--- src/rtl/shift_unit_seq.sv ---
// shift_unit_seq: multi-cycle barrel-shifter replacement for the operand-B path.
// Performs LSL/LSR/ASR/ROR by a register amount, STEP bits per clock, and
// produces the ARM-style shifter carry-out. A valid/ready handshake on both
// sides lets the execute stage stall around it.
// Optional feature macro: SHIFT_RRX_EN (ROR by zero becomes RRX).
module shift_unit_seq #(
    parameter int WIDTH = 32,
    parameter int AMT_W = 8,
    parameter int STEP  = 4
) (
    input  logic             clk,
    input  logic             rst_n,
    input  logic             in_valid,
    output logic             in_ready,
    input  logic [1:0]       in_op,
    input  logic [WIDTH-1:0] in_data,
    input  logic [AMT_W-1:0] in_amt,
    input  logic             in_carry,
    output logic             out_valid,
    input  logic             out_ready,
    output logic [WIDTH-1:0] out_data,
    output logic             out_carry,
    output logic             busy
);

    // rem must hold up to WIDTH+1 (LSL/LSR past the end of the word)
    localparam int REM_W = $clog2(WIDTH + 2);
    // comparison width wide enough for both the amount and WIDTH+1
    localparam int CMP_W = ((AMT_W > REM_W) ? AMT_W : REM_W) + 1;

    typedef enum logic [1:0] {
        IDLE = 2'd0,
        BUSY = 2'd1,
        DONE = 2'd2
    } state_t;

    typedef enum logic [1:0] {
        OP_LSL = 2'b00,
        OP_LSR = 2'b01,
        OP_ASR = 2'b10,
        OP_ROR = 2'b11
    } op_t;

    state_t           state_q;
    op_t              op_q;
    logic [WIDTH-1:0] data_q;
    logic [WIDTH-1:0] data_d;
    logic             carry_q;
    logic             carry_d;
    logic             sign_q;
    logic             rrx_q;
    logic [REM_W-1:0] rem_q;
    logic             inReady_q;
    logic             outValid_q;
    logic             busy_q;

    logic [CMP_W-1:0] amtExt;
    logic [CMP_W-1:0] effCount;
    logic             acceptCarry;
    logic             acceptRrx;

    logic [REM_W-1:0]   stepAmt;
    logic [WIDTH:0]     lslWide;
    logic [WIDTH:0]     lsrWide;
    logic [2*WIDTH+1:0] asrWide;
    logic [2*WIDTH-1:0] rorWide;

    assign in_ready  = inReady_q;
    assign out_valid = outValid_q;
    assign out_data  = data_q;
    assign out_carry = carry_q;
    assign busy      = busy_q;

    // Effective shift count and starting carry for a request being accepted
    always_comb begin
        amtExt      = CMP_W'(in_amt);
        effCount    = '0;
        acceptCarry = in_carry;
        acceptRrx   = 1'b0;
        case (op_t'(in_op))
            OP_LSL, OP_LSR: begin
                effCount = (amtExt > CMP_W'(WIDTH + 1)) ? CMP_W'(WIDTH + 1) : amtExt;
            end
            OP_ASR: begin
                effCount = (amtExt > CMP_W'(WIDTH)) ? CMP_W'(WIDTH) : amtExt;
            end
            default: begin
                effCount = amtExt & CMP_W'(WIDTH - 1);
                // a nonzero multiple of WIDTH leaves the word unchanged but
                // still reports the top bit as the carry
                if ((in_amt != '0) && (effCount == '0)) begin
                    acceptCarry = in_data[WIDTH-1];
                end
`ifdef SHIFT_RRX_EN
                // ROR by zero is RRX: a single one-bit step through the carry
                if (in_amt == '0) begin
                    effCount  = CMP_W'(1);
                    acceptRrx = 1'b1;
                end
`endif
            end
        endcase
    end

    // One BUSY step: shift by min(STEP, rem) and keep the last bit shifted out
    always_comb begin
        stepAmt = (rem_q > REM_W'(STEP)) ? REM_W'(STEP) : rem_q;
        lslWide = {1'b0, data_q} << stepAmt;
        lsrWide = {data_q, 1'b0} >> stepAmt;
        asrWide = {{(WIDTH + 1){sign_q}}, data_q, 1'b0} >> stepAmt;
        rorWide = {data_q, data_q} >> stepAmt;
        data_d  = data_q;
        carry_d = carry_q;
        if (rrx_q) begin
            data_d  = {carry_q, data_q[WIDTH-1:1]};
            carry_d = data_q[0];
        end else begin
            case (op_q)
                OP_LSL: begin
                    data_d  = lslWide[WIDTH-1:0];
                    carry_d = lslWide[WIDTH];
                end
                OP_LSR: begin
                    data_d  = lsrWide[WIDTH:1];
                    carry_d = lsrWide[0];
                end
                OP_ASR: begin
                    data_d  = asrWide[WIDTH:1];
                    carry_d = asrWide[0];
                end
                default: begin
                    data_d  = rorWide[WIDTH-1:0];
                    carry_d = rorWide[WIDTH-1];
                end
            endcase
        end
    end

    // Control FSM with registered handshake outputs; reset aborts any operation
    always_ff @(posedge clk or negedge rst_n) begin
        if (!rst_n) begin
            state_q    <= IDLE;
            op_q       <= OP_LSL;
            data_q     <= '0;
            carry_q    <= 1'b0;
            sign_q     <= 1'b0;
            rrx_q      <= 1'b0;
            rem_q      <= '0;
            inReady_q  <= 1'b1;
            outValid_q <= 1'b0;
            busy_q     <= 1'b0;
        end else begin
            case (state_q)
                IDLE: begin
                    if (in_valid) begin
                        op_q      <= op_t'(in_op);
                        data_q    <= in_data;
                        carry_q   <= acceptCarry;
                        sign_q    <= in_data[WIDTH-1];
                        rrx_q     <= acceptRrx;
                        rem_q     <= REM_W'(effCount);
                        inReady_q <= 1'b0;
                        busy_q    <= 1'b1;
                        if (effCount == '0) begin
                            state_q    <= DONE;
                            outValid_q <= 1'b1;
                        end else begin
                            state_q <= BUSY;
                        end
                    end
                end
                BUSY: begin
                    data_q  <= data_d;
                    carry_q <= carry_d;
                    rem_q   <= rem_q - stepAmt;
                    if (rem_q <= REM_W'(STEP)) begin
                        state_q    <= DONE;
                        outValid_q <= 1'b1;
                    end
                end
                DONE: begin
                    if (out_ready) begin
                        state_q    <= IDLE;
                        outValid_q <= 1'b0;
                        inReady_q  <= 1'b1;
                        busy_q     <= 1'b0;
                    end
                end
                default: begin
                    state_q <= IDLE;
                end
            endcase
        end
    end

endmodule

--- config.mk ---
export PLATFORM = sky130hd
export DESIGN_NAME = shift_unit_seq
export DESIGN_NICKNAME = d
export VERILOG_FILES = /design/src/rtl/shift_unit_seq.sv
export SDC_FILE = /design/constraint.sdc
export NUM_CORES = 1
export LEC_CHECK = 0
export CORE_ASPECT_RATIO = 0.7
export CORE_MARGIN = 2
export CORE_UTILIZATION = 40
export CTS_CLUSTER_SIZE = 14
export DETAILED_ROUTE_END_ITERATION = 12
export PLACE_DENSITY = 0.74
export SLEW_MARGIN = 20
export SYNTH_ARGS = -nofsm -noshare
export SYNTH_HDL_FRONTEND = slang
export SYNTH_SLANG_ARGS = --single-unit
--- constraint.sdc ---
create_clock -name clk -period 2.6 [get_ports clk]
set_input_delay 0.52 -clock clk [delete_from_list [all_inputs] [get_ports clk]]
set_output_delay 0.52 -clock clk [all_outputs]
set_load 0.005 [all_outputs]
[After elaboration in Yosys (flattened, before gate mapping)]
Index checks and enable logic that the tools add are counted.
Word-level totals
  memory bits (writable): 0
  word-level logic and storage cells: 74
  register bits after elaboration: 47
  output and inout port bits: 36
  bits in read-only memories: 0
  latch bits: 0
  input port bits: 47
  memories kept: 0
Operators by class
  multiply operators: 0
  order comparisons: 4
  divide/modulo/power cells: 0
  reductions and logical operators: 17
  $add $sub $neg: 1
  equal/unequal tests: 10
  mux-type cells: 29
  shift operators: 4
  bitwise operators: 0
Operator list (count)
  $pmux W32 S3: 1
  $shr A66 B6 Y33: 1
  $pmux W32 S2: 1
  $shr A64 B6 Y32: 1
  $shl A32 B6 Y33: 1
  $shr A33 B6 Y33: 1
  $mux W32: 1
  $logic_not A9 Y1: 2
  $gt A8 B6 Y1 const B: 2
  $mux W8: 2
  $pmux W8 S2: 1
  $mux W6: 2
  $pmux W6 S2: 1
  $mux W1: 10
  $mux W2: 4
  $ne A2 B2 Y1 const B: 4
  $reduce_bool A8 Y1: 1
  $eq A2 B1 Y1 const B: 3
  $eq A2 B2 Y1 const B: 3
  $gt A6 B3 Y1 const B: 1
  $le A6 B3 Y1 const B: 1
  $logic_not A2 Y1: 3
  $pmux W1 S2: 3
  $pmux W1 S3: 2
  10 further kinds: 13

[Depth between registers and ports, before layout]
  word-level depth: 7
  gate-level depth with buffers: 13
  gate-level depth less buffers: 8

[Worst setup path before layout]
No wires, ideal clock.
  path type: flip-flop to flip-flop
  start: register rem_q[3]
  end: register rem_q[4]
  library setup time: 0.136 ns
  period minus slack after synthesis: 2.602 ns
  path buffers: 5
  path slack: -0.002 ns
  arrival time: 2.466 ns
  stages on the path, launching flop included: 14
  required time: 2.464 ns
  cells stage by stage: dfrtp_1 > buf_6 > or4_4 > buf_6 > buf_2 > clkbuf_1 > clkbuf_1 > nand2_1 > ha_1 > a21oi_1 > nor2_1 > nor4_1 > a21oi_1 > o21ai_0
Between the ends
  cells in the longest elaborated chain, start to end: 4
Ends and longest elaborated chain
  start, declared: line 52  | logic [REM_W-1:0] rem_q;
  start signal, assigned: line 161  | rem_q <= REM_W'(effCount);
  start signal, assigned: line 175  | rem_q <= rem_q - stepAmt;
  $gt A6 B3 Y1: line 107  | stepAmt = (rem_q > REM_W'(STEP)) ? REM_W'(STEP) : rem_q;
  $mux W6: line 107
  $sub A6 B6 Y6 *: line 175
  $pmux W6 S2 *: line 153  | case (state_q)
Every way passes the cells marked *; elsewhere a longest branch is shown, timed or not.
A chain may end at the register's enable or synchronous reset.

[Final worst setup path]
  start: register rem_q[2]
  end: register data_q[29] (netlist: out_data[29])
Between the ends
  cells in the longest elaborated chain, start to end: 5
  elaborated cells between the ends (all ways): 8
  classes of those cells: 1 x order compare; 4 x shift; 3 x mux
Ends and longest elaborated chain
  $gt A6 B3 Y1: line 107
  $mux W6 *: line 107
  $shr A64 B6 Y32, or another cell as far along: line 111  | rorWide = {data_q, data_q} >> stepAmt;
  $pmux W32 S3 *: line 118  | case (op_q)
  $pmux W32 S2 *: line 153
  end signal, assigned: line 157  | data_q <= in_data;
  end signal, assigned: line 173  | data_q <= data_d;
  end, declared: line 46  | logic [WIDTH-1:0] data_q;
Marks and branches as above.

==> results.ini <==
[timing]
finalClockSkew_ns=0.008249
worstMarginPinSlew_ns=0.9325
setup_slack_ns=0.09993
setup_tns_ns=0
slew_viol_final=0
rsz0062_at_grt=no
fmax_mhz=400.0
finalHoldViolations=0
finalCriticalPeriod_ns=2.500
fin_crit_sh_pct=96.16
setup_violations=0
relSlewSlack_pct=37.83

[place]
placed_area_um2=6282
dp_slack_ns=-0.07916
port_buffers=82
gpl.final_weighted_congestion=0.9781
dp_hpwl_um=14390
place_inst=875

[synth]
netlist_top_cells_area=dfrtp_1 22%, mux4_2 10%, nand2_1 6.7%
synth_flop_cell=dfrtp_1
yosysWarnings=0
ys_ff_latch=47
syn_area_um2=5152
syn_inst=657
synth_commonest_cells=92 x nand2_1, 51 x a21oi_1, 51 x clkbuf_1
yosys.cell_count.top_type=nand2_1
syn-num-nets=708
avgSynthCellArea_um2=7.842
synthArstFlopShare_pct=100.0
synth_edf_count=0
yosys.area.top_type=dfrtp_1
yosysUniqueCellTypes=64
synth_top_area_share_pct=22.34
ys_seq_area_share_pct=22.85

[worst_setup_path]
timing.rr.start=rem_q[2]
critPathLaunchType=register
worstPathMaxFanout=23
worst-r2r-cell-count=8
rrSetupSlack_ns=0.1
cp.arrival_ns=2.69
cp.required_ns=2.79
end_kind=register
setup.worst_path.class=reg -> reg
r2r_end=out_data[29]

[global_routing]
gr-usage-met1_pct=43.64
grt_max_degree=38
gr-usage-met3_pct=9.475
antenna_found_initial=0
gr-total-overflow=0
grt_pass1_vias=5719
grtUsageTotal_pct=29.26
use_met2_pct=40.72
busiest_layer=met1
grt_pass1_wl_um=32380

[clock_network]
cts_made_buffers=5
cts_setup_buffers=0
htreeDepth=2
cts_num_sinks=47
cts_buffer_depth=2
cts.clk_slew.worst_paths_ns=0.07
cts_tree=built
root_buffer=clkbuf_16
insertion_delay_ns=0.30

[layout]
nFillCells=1186
regArea_um2=1179
drive_above_1_share_pct=15.81
syn_to_final_growth_pct=24.74
fin_nets=771
fin_cells=883
multi_input_area_um2=3597
fin_area_um2=6427
final_util_pct=51.39
diodes=0

[floorplan]
ios=83
die_height_um=98.96
die_w_um=139.7
num_rows=34
initial_utilization_pct=41.20
core_area_um2=12510
design.die.area_um2=13820

[detailed_routing]
viasPerCell=6.907
vias=6099
wl_um=20260
wl_per_cell_um=22.94
drc=0
drtIter0Drc=1023
postRouteAntennaNets=0
dr.pass1.iters=5

[power]
p_per_area_nw_per_um2=1507
switching_share_pct=52.50
p_leak_nw=2.421
ir_worst_vdd_v=0.0005319
p_switching_mw=5.085
p_int_mw=4.600
power_frac_seq_pct=20.6
clock_power_share_pct=6.9
p_comb_share_pct=72.5

[min_path]
hold_path_class=in -> async

[flow_run]
maxCapViolCount=0

[status]
status=complete, no violations

[what timing repair did]
item | 4_1_cts | 5_1_grt
endpoints found under the setup margin | 0 | 5
resized for setup | 0 | 3
hold buffers | 0 | 0
[worst max-delay path, stage by stage (launching register included)]
cell	delay [ns]
dfrtp_1	0.43
or4_4	0.24
buf_4	0.22
buf_4	0.30
a211oi_1	0.08
a221o_1	0.40
or4_4	0.54
o22ai_2	0.13
a21oi_1	0.05
[per-stage QoR]
step,hold slack (ns),power [mW]
2_1_floorplan,0.2244,6.196
3_3_place_gp,0.5029,8.580
4_1_cts,0.3765,9.422
5_1_grt,0.4113,10.33
3_5_place_dp,0.5130,8.709
6_report,0.3528,9.684
[metal layers]
layer / share of wire, % / vias to the layer above
met5: 0 / -
met4: 2.5 / 0
met3: 14 / 59
met2: 41 / 494
met1: 43 / 2909
li1: - / 2637
[sequential cells by signal, summed over array words and instances (netlist names)]
signal,count
sign_q,1
rem_q,6
out_data,32
in_ready,1
state_q,2
op_q,2
busy,1
out_valid,1
out_carry,1
[power by group through the flow]
stage | combinational (mW) | sequential (mW) | clock [mW]
after floorplan | 4.75 | 1.45 | 0
after global placement | 6.68 | 1.90 | 0
after detailed placement | 6.78 | 1.93 | 0
after CTS | 6.83 | 1.92 | 0.676
after global routing | 7.59 | 2.04 | 0.699
final | 7.02 | 2.00 | 0.672
[logic make-up after synthesis]
group / synth area share [%]
AOI/OAI and AO/OA: 30.79
buffers and inverters: 7.601
adders and majority gates: 0.9714
DFF: 22.85
and+or+nand+nor: 21.37
other: 0.07278
xor gates and xnor gates: 0.1700
muxes: 16.17
[layout by cell type, fill, tap and decap left out, types with 8 or more instances in the layout]
cell | Yosys | layout
a211oi_1 | 26 | 25
a21oi_1 | 51 | 51
a221oi_1 | 8 | 8
a311oi_1 | 10 | 10
a31oi_1 | 13 | 13
and3_1 | 10 | 10
buf_4 | 2 | 54
clkdlybuf4s50_1 | 0 | 81
dfrtp_1 | 46 | 45
inv_1 | 8 | 8
mux2_2 | 10 | 10
mux2i_1 | 18 | 18
mux4_2 | 24 | 24
nand2_1 | 92 | 92
nor2_1 | 41 | 40
nor3_1 | 21 | 21
nor4_1 | 8 | 8
o211ai_1 | 21 | 21
o21ai_0 | 48 | 48
o221ai_1 | 13 | 13
or3_1 | 11 | 11
[worst max path at each step]
| stage | startpoint | endpoint | slack (ns) | cells after the start |
|---|---|---|---|---|
| floorplan | rem_q[3] | rem_q[4] | 0.03 | 13 |
| global placement | in_amt[4] | rem_q[4] | 0.02 | 8 |
| detailed placement | in_amt[4] | rem_q[4] | -0.08 | 8 |
| CTS | rem_q[3] | rem_q[4] | 0.08 | 10 |
| global route | rem_q[2] | out_data[6] | 0.002 | 7 |
| finish | rem_q[2] | out_data[29] | 0.1 | 8 |
[area by class of cell]
class | instances | area share, %
well taps | 162 | 3.154
clock inverters | 1 | 0.07787
multi-input cells | 519 | 55.97
inverters | 8 | 0.4672
clock buffers | 7 | 2.063
repair buffers | 139 | 19.93
flip-flops and latches | 47 | 18.34
Note: power is estimated with default switching activity, not from simulation.
